## src/rtl/mul_sequencer.sv

```systemverilog
// mul_sequencer
// -------------
// Multi-cycle controller for the MUL operation (ALU control 3'b101). It runs a
// radix-2 shift-add unsigned multiply on the captured operands and holds the
// pipeline with stall while the multiply is in progress.
//
// Handshake: start is a level request that is sampled only in IDLE. It is
// accepted when start=1 and flush=0 in IDLE. The result is valid during the
// single-cycle done pulse, and result_lo/result_hi keep that value until the
// next accepted start. There is no back-pressure on done.
//
// Ports:
//   clk        system clock, rising edge
//   rst        asynchronous active-high reset
//   start      execute stage holds a valid MUL (sampled only in IDLE)
//   op_a       multiplicand (WIDTH bits)
//   op_b       multiplier (WIDTH bits)
//   flush      pipeline flush; aborts any operation, has priority over start
//   stall      freezes fetch/decode/execute registers (combinational)
//   busy       high in RUN and DONE
//   done       one-cycle pulse, product valid in this cycle
//   result_lo  product bits [WIDTH-1:0]
//   result_hi  product bits [2*WIDTH-1:WIDTH]
//   dbg_state  current FSM state (IDLE=0, RUN=1, DONE=2)
module mul_sequencer #(
  parameter int WIDTH = 32
) (
  input  logic             clk,
  input  logic             rst,
  input  logic             start,
  input  logic [WIDTH-1:0] op_a,
  input  logic [WIDTH-1:0] op_b,
  input  logic             flush,
  output logic             stall,
  output logic             busy,
  output logic             done,
  output logic [WIDTH-1:0] result_lo,
  output logic [WIDTH-1:0] result_hi,
  output logic [1:0]       dbg_state
);

  localparam int CW = $clog2(WIDTH) + 1;

  localparam logic [1:0] ST_IDLE = 2'd0;
  localparam logic [1:0] ST_RUN  = 2'd1;
  localparam logic [1:0] ST_DONE = 2'd2;

  logic [1:0]         state;
  logic [1:0]         state_nxt;
  logic [2*WIDTH-1:0] m_reg;   // multiplicand, shifted left each RUN cycle
  logic [2*WIDTH-1:0] p_reg;   // accumulator / product
  logic [WIDTH-1:0]   q_reg;   // multiplier, shifted right each RUN cycle
  logic [CW-1:0]      count;

  logic accept;
  logic last_step;

  assign accept    = (state == ST_IDLE) && start && !flush;
  assign last_step = (count == CW'(WIDTH - 1));

  // Next-state logic. flush overrides every other transition.
  always_comb begin
    state_nxt = state;
    case (state)
      ST_IDLE: if (accept)    state_nxt = ST_RUN;
      ST_RUN:  if (last_step) state_nxt = ST_DONE;
      ST_DONE:                state_nxt = ST_IDLE;
      default:                state_nxt = ST_IDLE;
    endcase
    if (flush) state_nxt = ST_IDLE;
  end

  always_ff @(posedge clk or posedge rst) begin
    if (rst) begin
      state <= ST_IDLE;
    end else begin
      state <= state_nxt;
    end
  end

  // Datapath. On a flush during RUN the registers simply freeze; the partial
  // product is meaningless after an abort and is cleared on the next accept.
  always_ff @(posedge clk or posedge rst) begin
    if (rst) begin
      m_reg <= '0;
      p_reg <= '0;
      q_reg <= '0;
      count <= '0;
    end else if (accept) begin
      m_reg <= {{WIDTH{1'b0}}, op_a};
      q_reg <= op_b;
      p_reg <= '0;
      count <= '0;
    end else if ((state == ST_RUN) && !flush) begin
      if (q_reg[0]) begin
        p_reg <= p_reg + m_reg;
      end
      m_reg <= m_reg << 1;
      q_reg <= q_reg >> 1;
      count <= count + CW'(1);
    end
  end

  // stall rises in the same cycle start is first accepted so the MUL is held
  // in execute; it drops in DONE so the pipeline latches result_lo.
  assign stall     = accept || (state == ST_RUN);
  assign busy      = (state == ST_RUN) || (state == ST_DONE);
  assign done      = (state == ST_DONE) && !flush;
  assign result_lo = p_reg[WIDTH-1:0];
  assign result_hi = p_reg[2*WIDTH-1:WIDTH];
  assign dbg_state = state;

endmodule
```

## config.mk

```make
export PLATFORM = sky130hd
export DESIGN_NAME = mul_sequencer
export DESIGN_NICKNAME = d
export VERILOG_FILES = /design/src/rtl/mul_sequencer.sv
export SDC_FILE = /design/constraint.sdc
export NUM_CORES = 1
export LEC_CHECK = 0
export CAP_MARGIN = 0
export CORE_MARGIN = 2
export CORE_UTILIZATION = 35
export CTS_CLUSTER_DIAMETER = 50
export DETAILED_ROUTE_END_ITERATION = 6
export MAX_ROUTING_LAYER = met4
export PLACE_DENSITY = 0.6
export SKIP_CTS_REPAIR_TIMING = 1
export SLEW_MARGIN = 20
export SYNTH_ARGS = -nofsm -noshare
export SYNTH_HDL_FRONTEND = slang
export SYNTH_SLANG_ARGS = --single-unit
```

## constraint.sdc

```tcl
create_clock -name clk -period 7.45 [get_ports clk]
set_input_delay 1.49 -clock clk [delete_from_list [all_inputs] [get_ports clk]]
set_output_delay 1.49 -clock clk [all_outputs]
set_load 0.01 [all_outputs]
```

Yosys cells after proc, flatten, opt, wreduce, memory -nomap -nowiden. Index checks and enable logic that the tools add are counted.

Bits in registers: 168. Bits of input ports: 68. Output and inout port bits: 69.

Muxes and demuxes: 13. Reductions and logical operators: 12. Add/sub/neg operators: 2. Equality and inequality tests: 5.

Operators with widths (count): two-way mux 64 bit (5); adder 64 bit (1); two-way mux 32 bit (2); two-way mux 6 bit (2); adder 6 x 1 -> 6 bit, second input constant (1); == test 6 x 5 -> 1 bit, second input constant (1); two-way mux 2 bit (3); inequality test 3 bit, second input constant (2); logical AND 1 bit (4); one-hot mux 2 bit (2 select lines) (1); AND reduction 2 bit (2); nonzero test 2 bit (2); == test 2 x 1 -> 1 bit, second input constant (1); == test 2 bit, second input constant (1); logical NOT 2 bit (1); logical OR 1 bit (2); logical NOT 1 bit (1).

Logic depth before layout (Yosys ltp). Gate-level depths: netlist of the first run.

Depth after elaboration: 6. Mapped depth: 11. Gate-level depth less buffers: 11.

Least setup slack after synthesis of the first run. OpenSTA, ideal clock, no wires.

Path type: input port to output port. Start point: in flush. End point: out stall. Path buffers: 1. Stages on the path: 4. Arrival: 2.228 ns. Slack: 3.732 ns. Data required time: 5.960 ns. Path through: nand2b_1 > or2_2 > clkbuf_1 > nand2b_1.

Cells in the longest elaborated chain, start to end: 3.

RTL lines: start, declared (RTL line 33) `input logic flush,`; logical NOT 1 bit (RTL line 58) `assign accept = (state == ST_IDLE) && start && !flush;`; logical AND 1 bit (RTL line 58); logical OR 1 bit (RTL line 106) `assign stall = accept || (state == ST_RUN);`; end, declared (RTL line 34) `output logic stall,`.

Every way passes these cells.

Final worst setup path of the first run. Ends and elaborated chain as after synthesis.

==> results.toml, run 1 <==
[logic_synthesis]
synth-edff-count = 0
ys_ff_latch = 168
synth_ff_type = "dfrtp_1"
ys_seq_area_share_pct = 37.87
synthCells = 1398
synth_cell_types = 72
yosysMostFrequentCell = "nand2_1"
synthTopCellsByCount = "nand2_1, dfrtp_1, a21oi_1, nor2_1, a31oi_1"
yosys.area.top_type_share_pct = 37.87
yosys_warnings = 0
synthArstFlopShare_pct = 100.0
syn_avg_cell_area_sq_um = 7.941
synthesis.area_sq_um = 11100
synth_top_area_cell = "dfrtp_1"
synth_nets = 1535
synth_area_leaders = "dfrtp_1, nand2_1, ha_1"

[drt]
vias_per_cell = 5.443
drtIter0Drc = 711
route.detailed.drc = 0
route.detailed.wl_per_inst_um = 16.75
wirelength_mm = 31.61
vias = 10271
drt-pass1-iter-count = 5
postRouteAntennaNets = 0

[place]
gp_congestion = 0.9021
placed_area_sq_um = 12700
dp_hpwl_mm = 22.72
place.port_buffers = 136

[timing]
skew_ns = 0.01229
fin_crit_ns = 5.061
fin_setup_tns_ns = 0
fin_crit_sh_pct = 67.94
fmax_ghz = 0.1976
rsz0062_at_grt = "no"
hold_viol = 0
drv_slew = 0
tightest_slew_ns = 0.8448
setup_viol = 0
maxSlewHeadroom_pct = 43.54

[clock_tree]
path_clk_slew_ns = 0.07
cts_max_level = 4
clockBufferDepth = 2
cts_tree = "yes"
cts_buffers = 17
clk_latency_ns = 0.44
clock-sinks = 168
cts_root_buffer = "clkbuf_16"

[worst_setup_path]
worst-path-buf-inv = 2
arrival_ns = 3.57
cp.required_ns = 5.96
start_kind = "input pin"
cp_slowest_stage_delay_ns = 0.61
path_delay_family = "buffers and inverters"
slowest_stage = "or2_4"
critPathMaxFanout = 64
path_cells = "clkdlybuf4s50_1, nand2b_1, or2_4, nand2b_1, clkdlybuf4s50_1"
critPathKind = "input pin to primary output"
end_kind = "primary output"
rrSetupSlack_ns = 3.81

[floorplanning]
die-area_sq_um = 33160
die_x_um = 182.1
rows = 65
io_pins = 137
core_area_sq_um = 31390
die_h_um = 182.1
start_util_pct = 35.36

[job]
max_cap_violations = 0

[global_routing]
grt_max_degree = 98
grt_overflow_total = 0
grt_pass1_wl_mm = 51.92
grt.total_usage_pct = 19.82
grt_antenna_before_repair = 0
grt_pass1_vias = 9906

[cells_and_area]
final_area_sq_um = 13340
area_growth_pct = 20.16
nets = 1609
final_layout_size_suffix_gt1_share_pct = 4.781
antennaDiodeCount = 0

[status]
outcome = "completed"

[power_and_ir_drop]
powerDensity_nw_per_um2 = 349.1
p_leak_uw = 0.005804
peakVddDrop_mv = 0.1646

[hold_path]
hp-class = "register to register"
==> report_power, final <==
group          internal, uW  total (uW)  leakage (uW)  switching (uW)
registers              1190        1460       0.00216             267
logic                   941        2240       0.00334            1300
clock network           534         955      0.000303             421
total                  2670        4660       0.00580            1990
==> stage by stage <==
stage	instances	setup slack, ns	hold slack [ns]	total power (uW)	util (%)
floorplan	1398	1.413	0.4664	3012	-
global placement	1854	2.426	0.4880	3667	40.46
detailed placement	1854	2.383	0.4951	3696	40.46
global route	1887	2.249	0.5615	5015	42.50
CTS	1886	2.369	0.5187	4671	42.43
finish	1887	2.389	0.5134	4657	42.50
==> final timing paths <==
kind / start / end / cells after the start
worst max-delay path: flush / stall / 5
worst min-delay path: q_reg[31] / q_reg[31] / 2
worst max register to register: dbg_state[1] / p_reg[48] / 9
worst min register to register: q_reg[31] / q_reg[31] / 2
max in group asynchronous: rst / m_reg[22] / 3
min in group asynchronous: rst / dbg_state[0] / 2
==> metal layers <==
layer	share of wire [%]	wire [um]	vias to the layer above	global-route usage (%)
li1	-	-	5073	-
met1	47	14830	4864	26.31
met2	46	14390	287	31.13
met3	5.4	1705	47	3.113
met4	2.2	680	0	6.387
met5	0	0	-	-
==> layout by cell type (no fill, tap or decap), types with 27 or more instances in the layout <==
cell | synthesis | final
a21oi_1 | 144 | 144
o21ai_0 | 46 | 46
clkdlybuf4s50_1 | 0 | 136
nand2_1 | 340 | 340
a21o_1 | 31 | 31
ha_1 | 68 | 68
nor2_1 | 124 | 123
dfrtp_1 | 168 | 168
nand3_1 | 27 | 27
a31oi_1 | 69 | 69
==> tightest hold or removal path, stage by stage, from the launching register on <==
cell	delay (ns)
dfrtp_1	0.35
nand3_1	0.07
nand2_1	0.06
==> logic make-up (layout without fill, tap and decap cells) <==
| kind of cell | after synthesis | in the layout | synth area share, % |
|---|---|---|---|
| AO/OA/AOI/OAI | 404 | 404 | 22.97 |
| AND/OR/NAND/NOR | 589 | 589 | 22.77 |
| adder cells (fa/ha/maj) | 69 | 69 | 7.844 |
| flip-flops | 168 | 168 | 37.87 |
| buffers and inverters | 110 | 197 | 3.911 |
| XOR/XNOR | 52 | 52 | 4.102 |
| multiplexers | 6 | 6 | 0.5410 |
==> final cells by class <==
| cell class | count | area, sq um |
|---|---|---|
| well taps | 402 | 503.0 |
| clock inverters | 12 | 151.4 |
| multi-input cells | 1120 | 6490 |
| fillers | 3185 | 18050 |
| repair buffers | 146 | 1449 |
| flip-flops and latches | 168 | 4204 |
| inverters | 19 | 76.32 |
| clock buffers | 20 | 466.7 |
Power figures use the tool's default switching activity.
==> run 2, diff against run 1 <==
==> constraint.sdc (replaced) <==
create_clock -name clk -period 5.2 [get_ports clk]
set_input_delay 1.04 -clock clk [delete_from_list [all_inputs] [get_ports clk]]
set_output_delay 1.04 -clock clk [all_outputs]
set_load 0.01 [all_outputs]
==> run 2 against run 1 <==
- cell area shrank 0.21%
- combinational power up 44%
- cell count about the same
- critical path depth unchanged
- worst setup slack worse by 1.2 ns
- sequential cell count is the same
- largest cell class unchanged
- non-clock buffer count fell by 1
- power is 42% higher
==> results.toml, run 2 (same netlist as run 1, synthesis figures left out) <==
[clock_tree]
cts_buffers = 17
clock-sinks = 168
path_clk_slew_ns = 0.07
cts_tree = "yes"
cts_max_level = 4
clockBufferDepth = 2
cts_root_buffer = "clkbuf_16"
clk_latency_ns = 0.43

[cells_and_area]
final_cell_mix = "nand2_1, dfrtp_1, a21oi_1"
area_growth_pct = 19.91
nets = 1608
layout_commonest_cell = "nand2_1"
final_layout_size_suffix_gt1_share_pct = 4.717
final_util_pct = 42.41
antennaDiodeCount = 0

[drt]
route.detailed.wl_per_inst_um = 16.80
postRouteAntennaNets = 0
vias_per_cell = 5.452
wirelength_mm = 31.69
drtIter0Drc = 760
drt-pass1-iter-count = 5
route.detailed.drc = 0
vias = 10283

[hold_path]
hp-class = "register to register"
hold_start = "p_reg[52]"

[power_and_ir_drop]
p_switching_uw = 2850
internal_power_uw = 3766
power_frac_seq_pct = 31.5
switching_share_pct = 43.08
p_leak_uw = 0.005787
peakVddDrop_mv = 0.2507
p_comb_share_pct = 48.8
p_clk_share_pct = 19.8
powerDensity_nw_per_um2 = 496.9

[timing]
fin_crit_ns = 3.976
skew_ns = 0.01366
rsz0062_at_grt = "no"
maxSlewHeadroom_pct = 24.81
fmax_ghz = 0.2515
layout_setup_ws_ns = 1.224
tightest_slew_ns = 1.128
setup_viol = 0
fin_crit_sh_pct = 76.46
fin_setup_tns_ns = 0
whs_ns = 0.5266
drv_slew = 0
hold_viol = 0

[place]
dp_hpwl_mm = 22.18
place_ws_ns = 1.239
gp_congestion = 0.9170
place.port_buffers = 136

[floorplanning]
die-area_sq_um = 33160
core_area_sq_um = 31390
die_x_um = 182.1
die_h_um = 182.1
io_pins = 137
rows = 65
start_util_pct = 35.36

[worst_setup_path]
cp.required_ns = 4.16
startpoint = "flush"
critPathMaxFanout = 47
path_delay_family = "buffers and inverters"
cp_slowest_stage_delay_ns = 0.58
path_cells = "clkdlybuf4s50_1, nand2b_1, or2_4, nand2b_1, clkdlybuf4s50_1"
end_kind = "primary output"
arrival_ns = 2.94
worst-path-buf-inv = 2
slowest_stage = "clkdlybuf4s50_1"
rrSetupSlack_ns = 1.74
reg2reg_from = "p_reg[23]"
critPathKind = "input pin to primary output"
start_kind = "input pin"

[global_routing]
grt_pass1_wl_mm = 51.98
grt_antenna_before_repair = 0
grt.total_usage_pct = 19.74
grt_pass1_vias = 9863
grt_overflow_total = 0
grt_max_degree = 169

[job]
max_cap_violations = 0

[status]
outcome = "completed"
## run 2: final timing paths
check                                  to  depth (start not counted)
worst max register to register  p_reg[46]                         10
worst max-delay path                stall                          5
worst min-delay path            p_reg[52]                          2
worst min register to register  p_reg[52]                          2
min in group asynchronous       m_reg[27]                          3
max in group asynchronous       m_reg[37]                          3
## run 2: power groups by stage
stage          clock, uW  sequential [uW]  combinational (uW)
3_5_place_dp           0             2110                3200
5_1_grt             1390             2140                3610
6_report            1310             2080                3230
3_3_place_gp           0             2110                3160
4_1_cts             1330             2090                3220
2_1_floorplan          0             2040                2280
## run 2: metal layers
layer	track usage (%)	vias to the layer above	part of all wire, %	wire [um]
met5	-	-	0	0
met4	4.839	0	1.5	472
met2	31.04	244	46	14460
li1	-	5073	-	-
met1	26.73	4940	48	15370
met3	3.153	26	4.4	1390
## run 2: layout make-up
| cell class | instances | area [sq um] |
|---|---|---|
| clock buffer | 19 | 452.9 |
| timing repair buffer | 145 | 1454 |
| fill | 3137 | 18080 |
| clock inverter | 13 | 133.9 |
| inverter | 19 | 75.07 |
| tap | 402 | 503.0 |
| sequential | 168 | 4204 |
| multi-input combinational | 1120 | 6490 |
## run 2: per-stage QoR
stage	instance area [sq um]	instances	power, uW
after floorplan	11110	1398	4315
after global placement	12710	1853	5267
after detailed placement	12710	1853	5306
after CTS	13290	1885	6639
after global routing	13310	1886	7144
final	13310	1886	6615
## run 2: tightest hold or removal path, delay by kind of cell, from the launching register on
kind | cells | cell delay, ns
flops | 1 | 0.38
compound gates | 1 | 0.06
simple gates | 1 | 0.05
==> run 3, diff against run 2 <==
--- a/config.mk
+++ b/config.mk
@@ -11,7 +11,7 @@
 export CTS_CLUSTER_DIAMETER = 50
 export DETAILED_ROUTE_END_ITERATION = 6
 export MAX_ROUTING_LAYER = met4
-export PLACE_DENSITY = 0.6
+export PLACE_DENSITY = 0.63
 export SKIP_CTS_REPAIR_TIMING = 1
 export SLEW_MARGIN = 20
 export SYNTH_ARGS = -nofsm -noshare
==> constraint.sdc (replaced) <==
create_clock -name clk -period 3.5 [get_ports clk]
set_input_delay 0.7 -clock clk [delete_from_list [all_inputs] [get_ports clk]]
set_output_delay 0.7 -clock clk [all_outputs]
set_load 0.01 [all_outputs]
==> run 3 against run 2 <==
- first-iteration DRC count decreased by 6.3%
- routed wire length increased by 1.8%
- cell area increased by 0.77%
- critical path type is now register to register
==> results.toml, run 3 (same netlist as run 1, synthesis figures left out) <==
[global_routing]
grt_pass1_vias = 10196
grt_overflow_total = 0
grt_pass1_wl_mm = 53.71
grt.total_usage_pct = 20.47
grt_max_degree = 137
grt_antenna_before_repair = 0

[cells_and_area]
nets = 1619
register_area_sq_um = 4204
final_layout_size_suffix_gt1_share_pct = 5.351
antennaDiodeCount = 0
final_cell_mix = "nand2_1, dfrtp_1, a21oi_1"
area_growth_pct = 20.84
multiInputGateArea_sq_um = 6495
layout_commonest_cell = "nand2_1"
fill_cells = 3166
final_util_pct = 42.73

[floorplanning]
die_h_um = 182.1
rows = 65
core_area_sq_um = 31390
die-area_sq_um = 33160
die_x_um = 182.1
start_util_pct = 35.36
io_pins = 137

[timing]
fin_crit_ns = 3.222
hold_viol = 0
rsz0062_at_grt = "no"
setup_viol = 0
tightest_slew_ns = 0.9743
fin_setup_tns_ns = 0
fmax_ghz = 0.3104
maxSlewHeadroom_pct = 34.91
whs_ns = 0.5067
drv_slew = 0
fin_crit_sh_pct = 92.06
skew_ns = 0.01225

[clock_tree]
clk_latency_ns = 0.45
clockBufferDepth = 2
cts_root_buffer = "clkbuf_16"
path_clk_slew_ns = 0.07
cts_buffers = 17
cts_max_level = 4
clock-sinks = 168
cts_tree = "yes"

[place]
dp_hpwl_mm = 23.53
gp_congestion = 0.8913
place.port_buffers = 136

[drt]
drt-pass1-iter-count = 5
route.detailed.wl_per_inst_um = 17.00
vias = 10314
drtIter0Drc = 712
wirelength_mm = 32.26
postRouteAntennaNets = 0
vias_per_cell = 5.437
route.detailed.drc = 0

[status]
outcome = "completed"

[worst_setup_path]
end_kind = "register"
cp.required_ns = 3.81
critPathKind = "register to register"
start_kind = "register"
critPathMaxFanout = 7
arrival_ns = 3.53

[power_and_ir_drop]
total_power_uw = 9763
p_leak_uw = 0.005835
powerDensity_nw_per_um2 = 727.7
peakVddDrop_mv = 0.3287

[hold_path]
hp-class = "register to register"

[job]
max_cap_violations = 0
==> run 3: power breakdown <==
group | switching (uW) | internal, uW | total [uW]
Combinational | 2840 | 2040 | 4880
Clock | 883 | 951 | 1830
Sequential | 506 | 2540 | 3050
Total | 4230 | 5530 | 9760
==> run 3: per-stage QoR <==
stage	instances	cell area [sq um]	setup WS, ns
after floorplan	1398	11110	0.6593
after global placement	1865	12860	0.3803
after detailed placement	1865	12860	0.3636
after CTS	1897	13410	0.3476
after global routing	1897	13420	0.007843
final	1897	13420	0.2779
==> run 3: worst max-delay path, cell delays in order, from the launching register on <==
cell	delay (ns)
dfrtp_1	0.41
ha_1	0.40
a21oi_1	0.31
a21boi_0	0.15
a211oi_1	0.41
a21boi_0	0.33
o21ai_1	0.28
a31oi_1	0.19
a221oi_1	0.34
xor2_1	0.19
o21ai_1	0.08
==> run 3: worst paths after layout <==
| kind | startpoint | to | slack (ns) | cells past startpoint |
|---|---|---|---|---|
| worst max register to register | p_reg[28] | p_reg[62] | 0.28 | 10 |
| max in group asynchronous | rst | m_reg[55] | 1.94 | 3 |
| worst min-delay path | q_reg[31] | q_reg[31] | 0.51 | 2 |
| worst min register to register | q_reg[31] | q_reg[31] | 0.51 | 2 |
| min in group asynchronous | rst | m_reg[30] | 0.81 | 2 |
| worst max-delay path | p_reg[28] | p_reg[62] | 0.28 | 10 |
==> run 3: metal layers <==
| metal | GRT usage (%) | part of all wire [%] | wire length [um] |
|---|---|---|---|
| met1 | 26.84 | 47 | 15170 |
| met2 | 32.05 | 46 | 14710 |
| met3 | 4.231 | 5.3 | 1707 |
| met4 | 6.032 | 2.1 | 673 |
| met5 | - | 0 | 0 |
==> run 3: area by class of cell <==
type	instances	share of cell area [%]
clock buffers	20	3.330
clock inverters	12	0.7834
inverters	19	0.5596
multi-input cells	1120	48.41
flip-flops and latches	168	31.34
well taps	402	3.749
repair buffers	156	11.83
